**src/rtl/fir_bcd_scan.sv**
```systemverilog
// TAPS-tap FIR with sequential MAC, iterative double-dabble and a multiplexed 7-segment scan.
// Optional build macro LEADING_ZERO_BLANK_EN blanks digits above the most significant nonzero one.
module fir_bcd_scan #(
    parameter int                     DATA_W      = 8,
    parameter int                     TAPS        = 4,
    parameter int                     COEF_W      = 4,
    parameter logic [TAPS*COEF_W-1:0] COEFS       = {4'd1, 4'd2, 4'd2, 4'd1},
    parameter int                     Y_W         = 16,
    parameter int                     DIGITS      = 4,
    parameter int                     REFRESH_DIV = 50000
) (
    input  logic                  clk,
    input  logic                  rst,
    input  logic [DATA_W-1:0]     in,
    input  logic                  go,
    output logic [Y_W-1:0]        y,
    output logic [4*DIGITS-1:0]   bcd,
    output logic                  busy,
    output logic                  done,
    output logic                  sat,
    output logic [DIGITS-1:0]     an,
    output logic [6:0]            seg
);
    localparam int ACC_W  = DATA_W + COEF_W + $clog2(TAPS);
    localparam int K_W    = $clog2(TAPS);
    localparam int CNT_W  = $clog2(Y_W + TAPS + 1);
    localparam int DIG_W  = (DIGITS > 1) ? $clog2(DIGITS) : 1;
    localparam int SCAN_W = $clog2(REFRESH_DIV + 1);
    localparam logic [63:0] DEC_MAX = 64'(10 ** DIGITS) - 64'd1;
    localparam logic [63:0] BIN_MAX = (64'd1 << Y_W) - 64'd1;
    localparam logic [63:0] MAX     = (DEC_MAX < BIN_MAX) ? DEC_MAX : BIN_MAX;

    typedef enum logic [1:0] {S_IDLE, S_MAC, S_BCD} state_t;

    state_t              state_reg;
    logic                go_s1, go_s2, go_s3;
    logic                go_edge;
    logic [DATA_W-1:0]   line_reg [TAPS];
    logic [COEF_W-1:0]   coef [TAPS];
    logic [ACC_W-1:0]    acc_reg, acc_sum;
    logic [CNT_W-1:0]    cnt_reg;
    logic [K_W-1:0]      k;
    logic [Y_W-1:0]      bin_reg, y_work_reg;
    logic [4*DIGITS-1:0] bcd_work_reg, bcd_adj;
    logic                sat_work_reg;
    logic                over;

    assign go_edge = go_s2 & ~go_s3;
    assign k       = cnt_reg[K_W-1:0];
    assign acc_sum = acc_reg + ACC_W'(line_reg[k]) * ACC_W'(coef[k]);
    assign over    = 64'(acc_sum) > MAX;

    genvar gi;
    for (gi = 0; gi < TAPS; gi++) begin : g_coef
        assign coef[gi] = COEFS[gi*COEF_W +: COEF_W];
    end

    // Double-dabble correction: any BCD digit >= 5 gets +3 before the shift.
    for (gi = 0; gi < DIGITS; gi++) begin : g_adj
        assign bcd_adj[4*gi +: 4] = (bcd_work_reg[4*gi +: 4] >= 4'd5) ?
                                    bcd_work_reg[4*gi +: 4] + 4'd3 : bcd_work_reg[4*gi +: 4];
    end

    always_ff @(posedge clk or negedge rst) begin
        if (!rst) begin
            go_s1 <= 1'b0; go_s2 <= 1'b0; go_s3 <= 1'b0;
            state_reg <= S_IDLE;
            for (int i = 0; i < TAPS; i++) line_reg[i] <= '0;
            acc_reg <= '0; cnt_reg <= '0; bin_reg <= '0; y_work_reg <= '0;
            bcd_work_reg <= '0; sat_work_reg <= 1'b0;
            y <= '0; bcd <= '0; sat <= 1'b0; busy <= 1'b0; done <= 1'b0;
        end else begin
            go_s1 <= go; go_s2 <= go_s1; go_s3 <= go_s2;
            done  <= 1'b0;
            case (state_reg)
                S_IDLE: if (go_edge) begin
                    for (int i = TAPS - 1; i > 0; i--) line_reg[i] <= line_reg[i-1];
                    line_reg[0] <= in;
                    acc_reg   <= '0;
                    cnt_reg   <= '0;
                    busy      <= 1'b1;
                    state_reg <= S_MAC;
                end
                S_MAC: begin
                    acc_reg <= acc_sum;
                    if (cnt_reg == CNT_W'(TAPS - 1)) begin
                        sat_work_reg <= over;
                        y_work_reg   <= over ? Y_W'(MAX) : Y_W'(acc_sum);
                        bin_reg      <= over ? Y_W'(MAX) : Y_W'(acc_sum);
                        bcd_work_reg <= '0;
                        cnt_reg      <= '0;
                        state_reg    <= S_BCD;
                    end else begin
                        cnt_reg <= cnt_reg + 1'b1;
                    end
                end
                S_BCD: begin
                    if (cnt_reg == CNT_W'(Y_W)) begin
                        y         <= y_work_reg;
                        bcd       <= bcd_work_reg;
                        sat       <= sat_work_reg;
                        done      <= 1'b1;
                        busy      <= 1'b0;
                        state_reg <= S_IDLE;
                    end else begin
                        bcd_work_reg <= {bcd_adj[4*DIGITS-2:0], bin_reg[Y_W-1]};
                        bin_reg      <= {bin_reg[Y_W-2:0], 1'b0};
                        cnt_reg      <= cnt_reg + 1'b1;
                    end
                end
                default: state_reg <= S_IDLE;
            endcase
        end
    end

    logic [3:0]        digit [DIGITS];
    logic [DIGITS-1:0] blank;
    for (gi = 0; gi < DIGITS; gi++) begin : g_digit
        assign digit[gi] = bcd[4*gi +: 4];
    end

`ifdef LEADING_ZERO_BLANK_EN
    logic [DIGITS:0] lead_zero;
    assign lead_zero[DIGITS] = 1'b1;
    for (gi = 0; gi < DIGITS; gi++) begin : g_blank
        assign lead_zero[gi] = lead_zero[gi+1] && (digit[gi] == 4'd0);
        assign blank[gi]     = (gi != 0) && lead_zero[gi];
    end
`else
    assign blank = '0;
`endif

    logic [SCAN_W-1:0] scan_cnt_reg;
    logic [DIG_W-1:0]  dig_idx_reg, idx_next;
    logic              scan_on_reg, on_next, wrap;
    logic [3:0]        cur_digit;
    logic [6:0]        seg_code;

    // an/seg are registered from the next index so they change on the advancing edge.
    always_comb begin
        wrap     = (scan_cnt_reg == SCAN_W'(REFRESH_DIV - 1));
        on_next  = scan_on_reg | wrap;
        idx_next = dig_idx_reg;
        if (wrap && scan_on_reg)
            idx_next = (dig_idx_reg == DIG_W'(DIGITS - 1)) ? '0 : dig_idx_reg + 1'b1;
        cur_digit = digit[idx_next];
        case (cur_digit)
            4'd0:    seg_code = 7'h40;
            4'd1:    seg_code = 7'h79;
            4'd2:    seg_code = 7'h24;
            4'd3:    seg_code = 7'h30;
            4'd4:    seg_code = 7'h19;
            4'd5:    seg_code = 7'h12;
            4'd6:    seg_code = 7'h02;
            4'd7:    seg_code = 7'h78;
            4'd8:    seg_code = 7'h00;
            4'd9:    seg_code = 7'h10;
            default: seg_code = 7'h7F;
        endcase
        if (blank[idx_next]) seg_code = 7'h7F;
    end

    always_ff @(posedge clk or negedge rst) begin
        if (!rst) begin
            scan_cnt_reg <= '0;
            dig_idx_reg  <= '0;
            scan_on_reg  <= 1'b0;
            an           <= '1;
            seg          <= 7'h7F;
        end else begin
            scan_cnt_reg <= wrap ? '0 : scan_cnt_reg + 1'b1;
            dig_idx_reg  <= idx_next;
            scan_on_reg  <= on_next;
            an           <= on_next ? ~(DIGITS'(1) << idx_next) : '1;
            seg          <= on_next ? seg_code : 7'h7F;
        end
    end
endmodule

```
**config.mk**
```make
export PLATFORM = sky130hd
export DESIGN_NAME = fir_bcd_scan
export DESIGN_NICKNAME = d
export VERILOG_FILES = /design/src/rtl/fir_bcd_scan.sv
export SDC_FILE = /design/constraint.sdc
export NUM_CORES = 1
export LEC_CHECK = 0
export BUFFER_PORTS_ARGS = -buffer_cell sky130_fd_sc_hd__buf_4
export CAP_MARGIN = 20
export CORE_ASPECT_RATIO = 1.5
export CORE_MARGIN = 4
export CORE_UTILIZATION = 45
export DETAILED_ROUTE_END_ITERATION = 16
export GPL_TIMING_DRIVEN = 0
export SLEW_MARGIN = 20
export SYNTH_ARGS = -nofsm -noshare
export SYNTH_HDL_FRONTEND = slang
export SYNTH_SLANG_ARGS = --single-unit
```
**constraint.sdc**
```tcl
create_clock -name clk -period 4.9 [get_ports clk]
set_clock_uncertainty 0.05 [all_clocks]
set_input_delay 0.245 -clock clk [delete_from_list [all_inputs] [get_ports clk]]
set_output_delay 0.245 -clock clk [all_outputs]
set_load 0.02 [all_outputs]
```
# Yosys cells after proc, flatten, opt, wreduce, memory -nomap -nowiden
# Memory sizes are Yosys's and may differ from the RTL's.
# Cells that the tools add are included.
[word_totals] latchBits=0 elab_cells=116 ff_bits=170 mem_bits_ro=112 ram_bits=0 memories=1
[mem_list] name="(name not given)" words=16 width=7 rd=1 rd_ports_with_merged_regs=0 write_ports=0 line="147" text="case (cur_digit)"
[op_classes] shifts=1 n_addsub=8 n_lt_le_gt_ge=8 mul=1 n_eq_ne=10 n_div=0 bitwise=6 mux=43 n_reduce_logical=14
[ops] cell="$mux W16" count=5
[ops] cell="$pmux W16 S2" count=2
[ops] cell="$mux W4" count=8
[ops] cell="$mux W14" count=2
[ops] cell="$pmux W14 S2" count=1
[ops] cell="$add A16 B1 Y16 const B" count=1
[ops] cell="$bmux W4 S2" count=2
[ops] cell="$bmux W8 S2" count=1
[ops] cell="$eq A16 B16 Y1 const B" count=1
[ops] cell="$ge A4 B3 Y1 const B" count=4
[ops] cell="$mux W8" count=2
[ops] cell="$mux W5" count=3
[ops] cell="$pmux W5 S3" count=1
[ops] cell="$add A14 B12 Y14" count=1
[ops] cell="$gt A14 B14 Y1 const B" count=1
[ops] cell="$mux W7" count=2
[ops] cell="$add A4 B2 Y4 const B" count=3
[ops] cell="$mul A8 B4 Y12" count=1
[ops] cell="$reduce_and A3 Y1" count=4
[ops] cell="$mux W2" count=5
[ops] cell="$ne A2 B2 Y1 const B" count=4
[ops] cell="$reduce_and A2 Y1" count=4
[ops] cell="$ge A3 B3 Y1 const B" count=2
[ops] cell="$not A2 Y3" count=2
[ops] cell="other kinds (22)" count=29

# Longest topological paths before layout
# Gate-level depths: netlist (run 1).
[depth] ltp_word=10 ltp_mapped=19 ltp_nobuf=17

# Worst setup path before layout (run 1)
# No wires, ideal clock.
[synth_timing] path_type="reg-to-reg" start="register cnt_reg[0]" end="register y_work_reg[3]" arrival_time_ns=4.703 synth_period_minus_slack_ns=4.891 required_time_ns=4.712 setup_ns=0.138 n_path_buf=2 stages_incl_launch_ff=17 path_slack_ns=0.009 path_cell_list="dfrtp_1 -> buf_1 -> mux4_2 -> and2_1 -> ha_1 -> fa_1 -> inv_1 -> fa_1 -> nand2b_1 -> a211oi_2 -> o21ai_0 -> xnor2_1 -> a311o_1 -> a311o_4 -> o311ai_4 -> buf_6 -> a31oi_1"
[synth_between] elab_chain_cells=8
[synth_rtl] element="start, declared" line="41" text="logic [CNT_W-1:0] cnt_reg;"
[synth_rtl] element="start signal, assigned" line="94" text="cnt_reg <= cnt_reg + 1'b1;"
[synth_rtl] element="start signal, assigned" line="108" text="cnt_reg <= cnt_reg + 1'b1;"
[synth_rtl] element="$not A2 Y3 (not written as such)" line="50" text="assign acc_sum = acc_reg + ACC_W'(line_reg[k]) * ACC_W'(coef[k]);"
[synth_rtl] element="$bmux W8 S2 / $bmux W4 S2 (equally long branches)" line="50"
[synth_rtl] element="$mux W8 (not written as such) / $mux W4 (equally long branches) (2 in series)" line="50"
[synth_rtl] element="$mul A8 B4 Y12" line="50"
[synth_rtl] element="$add A14 B12 Y14" line="50"
[synth_rtl] element="$gt A14 B14 Y1" line="51" text="assign over = 64'(acc_sum) > MAX;"
[synth_rtl] element="$mux W14" line="88" text="y_work_reg <= over ? Y_W'(MAX) : Y_W'(acc_sum);"
[synth_rtl] element="end signal, assigned" line="88"
[synth_rtl] element="end, declared" line="43" text="logic [Y_W-1:0] bin_reg, y_work_reg;"
# Parallel ways exist; a longest one is shown, timed or not. The select of a mux whose other input is x is not followed.
# A chain may end at the register's enable or synchronous reset.

# Worst setup path in the final report (run 1)
[layout_timing] start="register cnt_reg[0]" end="register bin_reg[3]"
[layout_between] elab_chain_cells=10
[layout_rtl] element="$not A2 Y3 (not written as such)" line="50"
[layout_rtl] element="$bmux W8 S2 / $bmux W4 S2 (equally long branches)" line="50"
[layout_rtl] element="$mux W8 (not written as such) / $mux W4 (equally long branches) (2 in series)" line="50"
[layout_rtl] element="$mul A8 B4 Y12" line="50"
[layout_rtl] element="$add A14 B12 Y14" line="50"
[layout_rtl] element="$gt A14 B14 Y1" line="51"
[layout_rtl] element="$mux W14" line="89" text="bin_reg <= over ? Y_W'(MAX) : Y_W'(acc_sum);"
[layout_rtl] element="$mux W16" line="86" text="if (cnt_reg == CNT_W'(TAPS - 1)) begin"
[layout_rtl] element="$pmux W16 S2" line="75" text="case (state_reg)"
[layout_rtl] element="end signal, assigned" line="89"
[layout_rtl] element="end signal, assigned" line="107" text="bin_reg <= {bin_reg[Y_W-2:0], 1'b0};"
[layout_rtl] element="end, declared" line="43"
# Parallel ways exist; a longest one is shown, timed or not. The select of a mux whose other input is x is not followed.

==> impl_metrics.yaml, run 1 <==
run_status:
  status: "complete, no violations"
worst_hold_path:
  hold_depth: 0
  hp-class: "flip-flop to flip-flop"
pwr:
  irDropWorstVdd_v: 0.000390
  cellPowerDensity_nw_per_um2: 549
  clkPwrFrac_pct: 24.5
  p_switching_w: 0.00219
  internal_power_w: 0.00334
  power_frac_comb_pct: 44.7
  switching_share_pct: 39.7
  share_seq_of_total_power_pct: 30.8
  p_leak_nw: 4.75
grt:
  grt_pass1_vias: 6339
  grt_pass1_wl_um: 31900
  grt_overflow: 0
  grt_use_total_pct: 18.9
  grt_max_degree: 88
  antenna_found_initial: 0
synthesis:
  synth-seq-cells: 166
  yosysTopAreaCell: "dfrtp_1"
  synth_top_area_share_pct: 45.7
  synth-adder-area-share_pct: 7.63
  synthSimpleGateAreaFrac_pct: 15.2
  synth_compound_area_share_pct: 12.4
  syn_inst: 819
  synthXorXnorAreaFrac_pct: 3.39
  synth.area.mux_share_pct: 8.09
  ys_seq_area_share_pct: 49.1
  synth_top_family_by_area: "simple AND/OR/NAND/NOR gates"
  synth.avg_cell_area_um2: 10.4
  ys_top_cells_by_count: "155 x dfrtp_1, 135 x nand2_1, 52 x inv_1"
  synth_cell_types: 73
  async_reset_ff_share_pct: 100
  synthMostInstantiatedCell: "dfrtp_1"
  netlist_area_um2: 8490
  synth-edff-count: 0
  synthFlopType: "dfrtp_1"
  synth_area_leaders: "dfrtp_1 46%, nand2_1 6.0%, ha_1 5.7%"
  ys_warn_count: 0
die:
  io_pins: 57
  start_util_pct: 45.8
  row_count: 61
  die_w_um: 120
  core_um2: 18500
  fp.dieArea_um2: 21200
  die_h_um: 176
clock_network:
  insertion_delay_ns: 0.43
  cts_tree: "done"
  clkTransAtPathRegs_ns: 0.06
  htree_levels: 4
  numCtsBuffers: 17
  cts.path.max_buffers: 2
  clock-root-buffer: "clkbuf_16"
  cts.sinks: 166
sta:
  setup_viol_count_final: 0
  rsz0062_at_grt: "no"
  worst_slew_pin_slew_ns: 0.745
  period_minus_slack_ns: 4.70
  fin_setup_tns_ns: 0
  drv_slew: 0
  fmax_mhz: 213
  slew_headroom_pct: 50.1
  hold_violations: 0
  fin_crit_sh_pct: 96.0
final_layout:
  area_delta_synth_final_pct: 18.7
  design_area_um2: 10100
  diodes: 0
  fin_nets: 967
  largest_reg_flops: 32
  drive_above_1_share_pct: 19.4
placement:
  io_buffer_count: 54
  dpl_cell_area_um2: 9250
  gp_congestion: 0.902
  dp_hpwl_um: 13400
critical_path:
  critPathRequiredTime_ns: 5.13
  worst-r2r-cell-count: 17
  reg2reg_slack_ns: 0.20
  crit_type: "flip-flop to flip-flop"
  worstPathMaxFanout: 10
  cp-end-kind: "flip-flop"
  startpoint_type: "flip-flop"
  worstPathArrival_ns: 4.93
routing:
  drc: 0
  drt-total-wl_um: 18800
  wl_per_cell_um: 16.0
  ant_nets: 0
  met3_length_um: 553
  highest_layer: "met4"
  vias: 6098
  via_per_inst: 5.19
  dr.pass1.iters: 4
  wl_met1_um: 7820
  drt-initial-drc-count: 303
  met2_length_um: 9900
run:
  cap_violations: 0
[kinds of logic (layout without fill, tap and decap cells)]
logic type,Yosys count,in the layout
compound gates,158,158
mux,52,52
fa+ha+maj,47,47
xor+xnor,32,32
simple gates,275,275
other cells,1,2
buf+inv,88,190
flops,166,166
[timing repair]
action / CTS / global route
gates resized for setup: 16 / 9
setup endpoints to repair: 29 / 18
cloned: 1 / 0
hold buffers: 10 / 0
setup buffers: 2 / 2
hold endpoints to repair: 84 / 0
pin swaps: 1 / 5
[stage by stage]
stage | worst slack (ns) | utilization [%] | hold WS [ns] | std cells | power (W)
floorplan | 0.00885 | - | -0.101 | 820 | 0.00340
global placement | -0.669 | 49.7 | 0.294 | 1126 | 0.00403
detailed placement | -0.710 | 49.9 | 0.243 | 1127 | 0.00407
CTS | 0.00306 | 54.0 | 0.308 | 1172 | 0.00550
global route | 0.00482 | 54.4 | 0.310 | 1174 | 0.00594
finish | 0.196 | 54.4 | 0.309 | 1174 | 0.00553
[placed cells by master, fill, tap and decap left out, types with 10 or more instances in the layout]
cell	n
a22oi_1	11
nand3_1	18
nand2_1	135
nor2_1	42
xnor2_1	16
and2_1	21
mux2_2	33
buf_4	59
dfrtp_1	154
inv_1	51
ha_1	38
clkbuf_16	17
xor2_1	13
clkbuf_1	29
a21oi_1	27
o31ai_1	12
o21ai_0	50
dlygate4sd3_1	10
dfstp_2	11
[area by class of cell]
| type | instances | area, µm² |
|---|---|---|
| clock inverter | 9 | 129 |
| inverter | 53 | 199 |
| buffer | 35 | 183 |
| timing repair buffer | 70 | 582 |
| fill | 1701 | 8460 |
| tap | 252 | 315 |
| clock buffer | 23 | 458 |
| sequential | 166 | 4170 |
| multi-input combinational | 566 | 4050 |
[final timing paths]
| path | end | startpoint |
|---|---|---|
| setup / recovery | bin_reg[3] | cnt_reg[0] |
| hold / removal | go_s2 | go_s1 |
| setup reg to reg | bin_reg[3] | cnt_reg[0] |
| hold reg to reg | go_s2 | go_s1 |
| max in group asynchronous | bin_reg[9] | rst |
| min in group asynchronous | scan_cnt_reg[10] | rst |
[critical path: stages, from the launching register on]
cell      delay (ns)
dfrtp_2         0.39
buf_12          0.14
mux4_2          0.52
and2_1          0.18
ha_1            0.32
fa_1            0.53
inv_1           0.07
fa_1            0.45
nand2b_4        0.17
a211oi_4        0.26
buf_4           0.17
o211a_4         0.17
o21ba_4         0.17
o21ai_0         0.11
a311o_4         0.49
o311ai_4        0.11
buf_6           0.17
a31oi_1         0.08
[metal layers]
metal / vias up / GRT usage, %
met5: - / 0
met4: 0 / 6.93
met3: 28 / 3.43
met1: 2992 / 22.4
met2: 99 / 34.1
li1: 2979 / -
[power groups by stage]
| stage | Sequential, W | Combinational, W | Clock, W |
|---|---|---|---|
| final | 0.00171 | 0.00247 | 0.00136 |
| after global routing | 0.00173 | 0.00278 | 0.00144 |
| after CTS | 0.00171 | 0.00241 | 0.00138 |
| after detailed placement | 0.00173 | 0.00234 | 0 |
| after global placement | 0.00172 | 0.00231 | 0 |
| after floorplan | 0.00169 | 0.00171 | 0 |
Power figures use the tool's default switching activity.
==> inputs of run 2 (changes only) <==
--- a/config.mk
+++ b/config.mk
@@ -10,3 +10,2 @@
 export CORE_ASPECT_RATIO = 1.5
-export CORE_MARGIN = 4
 export CORE_UTILIZATION = 45
--- a/constraint.sdc
+++ b/constraint.sdc
@@ -4,2 +4,2 @@
 set_output_delay 0.245 -clock clk [all_outputs]
-set_load 0.02 [all_outputs]
+set_load 0.05 [all_outputs]
==> impl_metrics.yaml, run 2 (synthesis gave the netlist of run 1 again) <==
run_status:
  status: "complete, no violations"
grt:
  grt_pass1_wl_um: 32000
  grt-busiest-layer: "met2"
  grt_use_total_pct: 21.2
  met3_usage_pct: 3.95
  antenna_found_initial: 0
  grt_use_met2_pct: 38.1
  grt_max_degree: 79
  grt_pass1_vias: 6280
  grt.met1_usage_pct: 24.5
  grt_overflow: 0
clock_network:
  insertion_delay_ns: 0.44
  cts.sinks: 166
  htree_levels: 4
  numCtsBuffers: 17
  cts.path.max_buffers: 2
  clock-root-buffer: "clkbuf_16"
  cts_tree: "done"
  clkTransAtPathRegs_ns: 0.07
sta:
  setup_viol_count_final: 0
  whs_ns: 0.181
  drv_slew: 0
  final.setup.worst_slack_ns: 0.253
  hold_violations: 0
  fin_crit_sh_pct: 94.8
  rsz0062_at_grt: "no"
  worst_slew_pin_slew_ns: 0.696
  period_minus_slack_ns: 4.65
  fmax_mhz: 215
  slew_headroom_pct: 53.4
critical_path:
  worstPathMaxFanout: 10
  startpoint_type: "flip-flop"
  rr_startpoint: "cnt_reg[0]"
  cp-end-kind: "flip-flop"
  path_cells: "buf_12 -> mux4_2 -> and2_1 -> ha_1 -> inv_1 -> fa_1 -> inv_1 -> ha_1 -> nor2_2 -> a211oi_4 -> buf_4 -> o211a_1 -> o21ba_4 -> buf_4 -> a31o_1 -> a21o_1 -> o311ai_4 -> buf_4 -> o21ai_1"
  cp_common_cell: "buf_4"
  startpoint: "cnt_reg[0]"
  worst-r2r-cell-count: 19
  crit_type: "flip-flop to flip-flop"
  r2r-end: "bin_reg[0]"
  critPathRequiredTime_ns: 5.15
  cp_slowest_cell: "mux4_2"
  worstPathArrival_ns: 4.90
  slowest_delay_ns: 0.51
  reg2reg_slack_ns: 0.25
pwr:
  p_switching_w: 0.00231
  cellPowerDensity_nw_per_um2: 556
  clkPwrFrac_pct: 23.4
  internal_power_w: 0.00335
  p_leak_nw: 4.77
  power_frac_comb_pct: 46.5
  switching_share_pct: 40.9
  share_seq_of_total_power_pct: 30.1
  irDropWorstVdd_v: 0.000450
die:
  row_count: 61
  die_w_um: 114
  core_um2: 18500
  io_pins: 57
  start_util_pct: 45.8
  fp.dieArea_um2: 19400
  die_h_um: 170
final_layout:
  layout.cells.most_common_list: "154 x dfrtp_1, 135 x nand2_1, 63 x buf_4"
  layout_commonest_cell: "dfrtp_1"
  drive_above_1_share_pct: 21.0
  diodes: 0
  register_area_um2: 4170
  final_core_utilization_pct: 54.9
  multi_input_area_um2: 4090
  largest_reg_flops: 32
  fillers: 1671
  fin_nets: 972
  fin_cells: 1179
  design_area_um2: 10200
  area_delta_synth_final_pct: 19.8
worst_hold_path:
  hp-class: "primary input to asynchronous set/reset pin"
routing:
  drt-total-wl_um: 18900
  ant_nets: 0
  wl_per_cell_um: 16.1
  via_per_inst: 5.23
  vias: 6172
  drt-initial-drc-count: 374
  dr.pass1.iters: 4
  drc: 0
placement:
  dpl_cell_area_um2: 9280
  dp_cells: 1128
  gp_congestion: 0.842
  post-place-ws_ns: -0.719
  dp_hpwl_um: 13500
  io_buffer_count: 54
run:
  cap_violations: 0
-- run 2: cell count changes in the layout (fill, tap and decap cells not counted), sizes merged --
cell    change
buf         +5
inv         +9
clkbuf      -5
clkinv      -2
bufinv      -2
-- run 2: stage by stage --
step / power, W / TNS [ns]
finish: 0.00566 / 0
global route: 0.00608 / 0
CTS: 0.00548 / 0
detailed placement: 0.00409 / -13.06
global placement: 0.00404 / -12.05
floorplan: 0.00341 / 0
-- run 2: final cells by class --
class	instances	area share [%]
clock inverters	14	1.35
flip-flops and latches	166	41.0
inverters	53	1.95
plain buffers	35	1.79
repair buffers	75	6.37
multi-input cells	566	40.2
well taps	252	3.10
clock buffers	18	4.31
-- run 2: how the worst max path moves through the flow --
stage / end / cells past startpoint / slack [ns]
after detailed placement: bin_reg[3] / 18 / -0.72
final: bin_reg[0] / 19 / 0.25
after global placement: bin_reg[3] / 18 / -0.67
after CTS: bin_reg[3] / 16 / 0.003
after global routing: bin_reg[3] / 18 / 0.04
after floorplan: y_work_reg[3] / 16 / 0.009
-- run 2: timing repair --
action / CTS / global route
hold endpoints to repair: 99 / 0
hold buffers: 10 / 0
cloned: 1 / 0
pin swaps: 2 / 7
buffers inserted: 3 / 5
setup endpoints to repair: 29 / 19
resized for setup: 13 / 18
-- run 2: power by group through the flow --
stage / Sequential, W / Clock (W) / Combinational (W)
after CTS: 0.00171 / 0.00135 / 0.00243
final: 0.00171 / 0.00132 / 0.00263
after global routing: 0.00173 / 0.00140 / 0.00296
after global placement: 0.00172 / 0 / 0.00232
after floorplan: 0.00170 / 0 / 0.00171
after detailed placement: 0.00173 / 0 / 0.00236
-- run 2: critical path: cells and delay by family, from the launching register on --
family,cells,cell delay [ns]
mux,1,0.51
flops,1,0.40
simple gates,2,0.37
compound gates,7,1.35
fa+ha+maj,3,1.11
buf+inv,6,0.73
-- run 2: layer usage --
metal  part of all wire, %  vias to the layer above
met5                     0                        -
li1                      -                     2994
met1                    41                     3050
met2                    53                      102
met4                   2.4                        0
met3                   2.9                       26
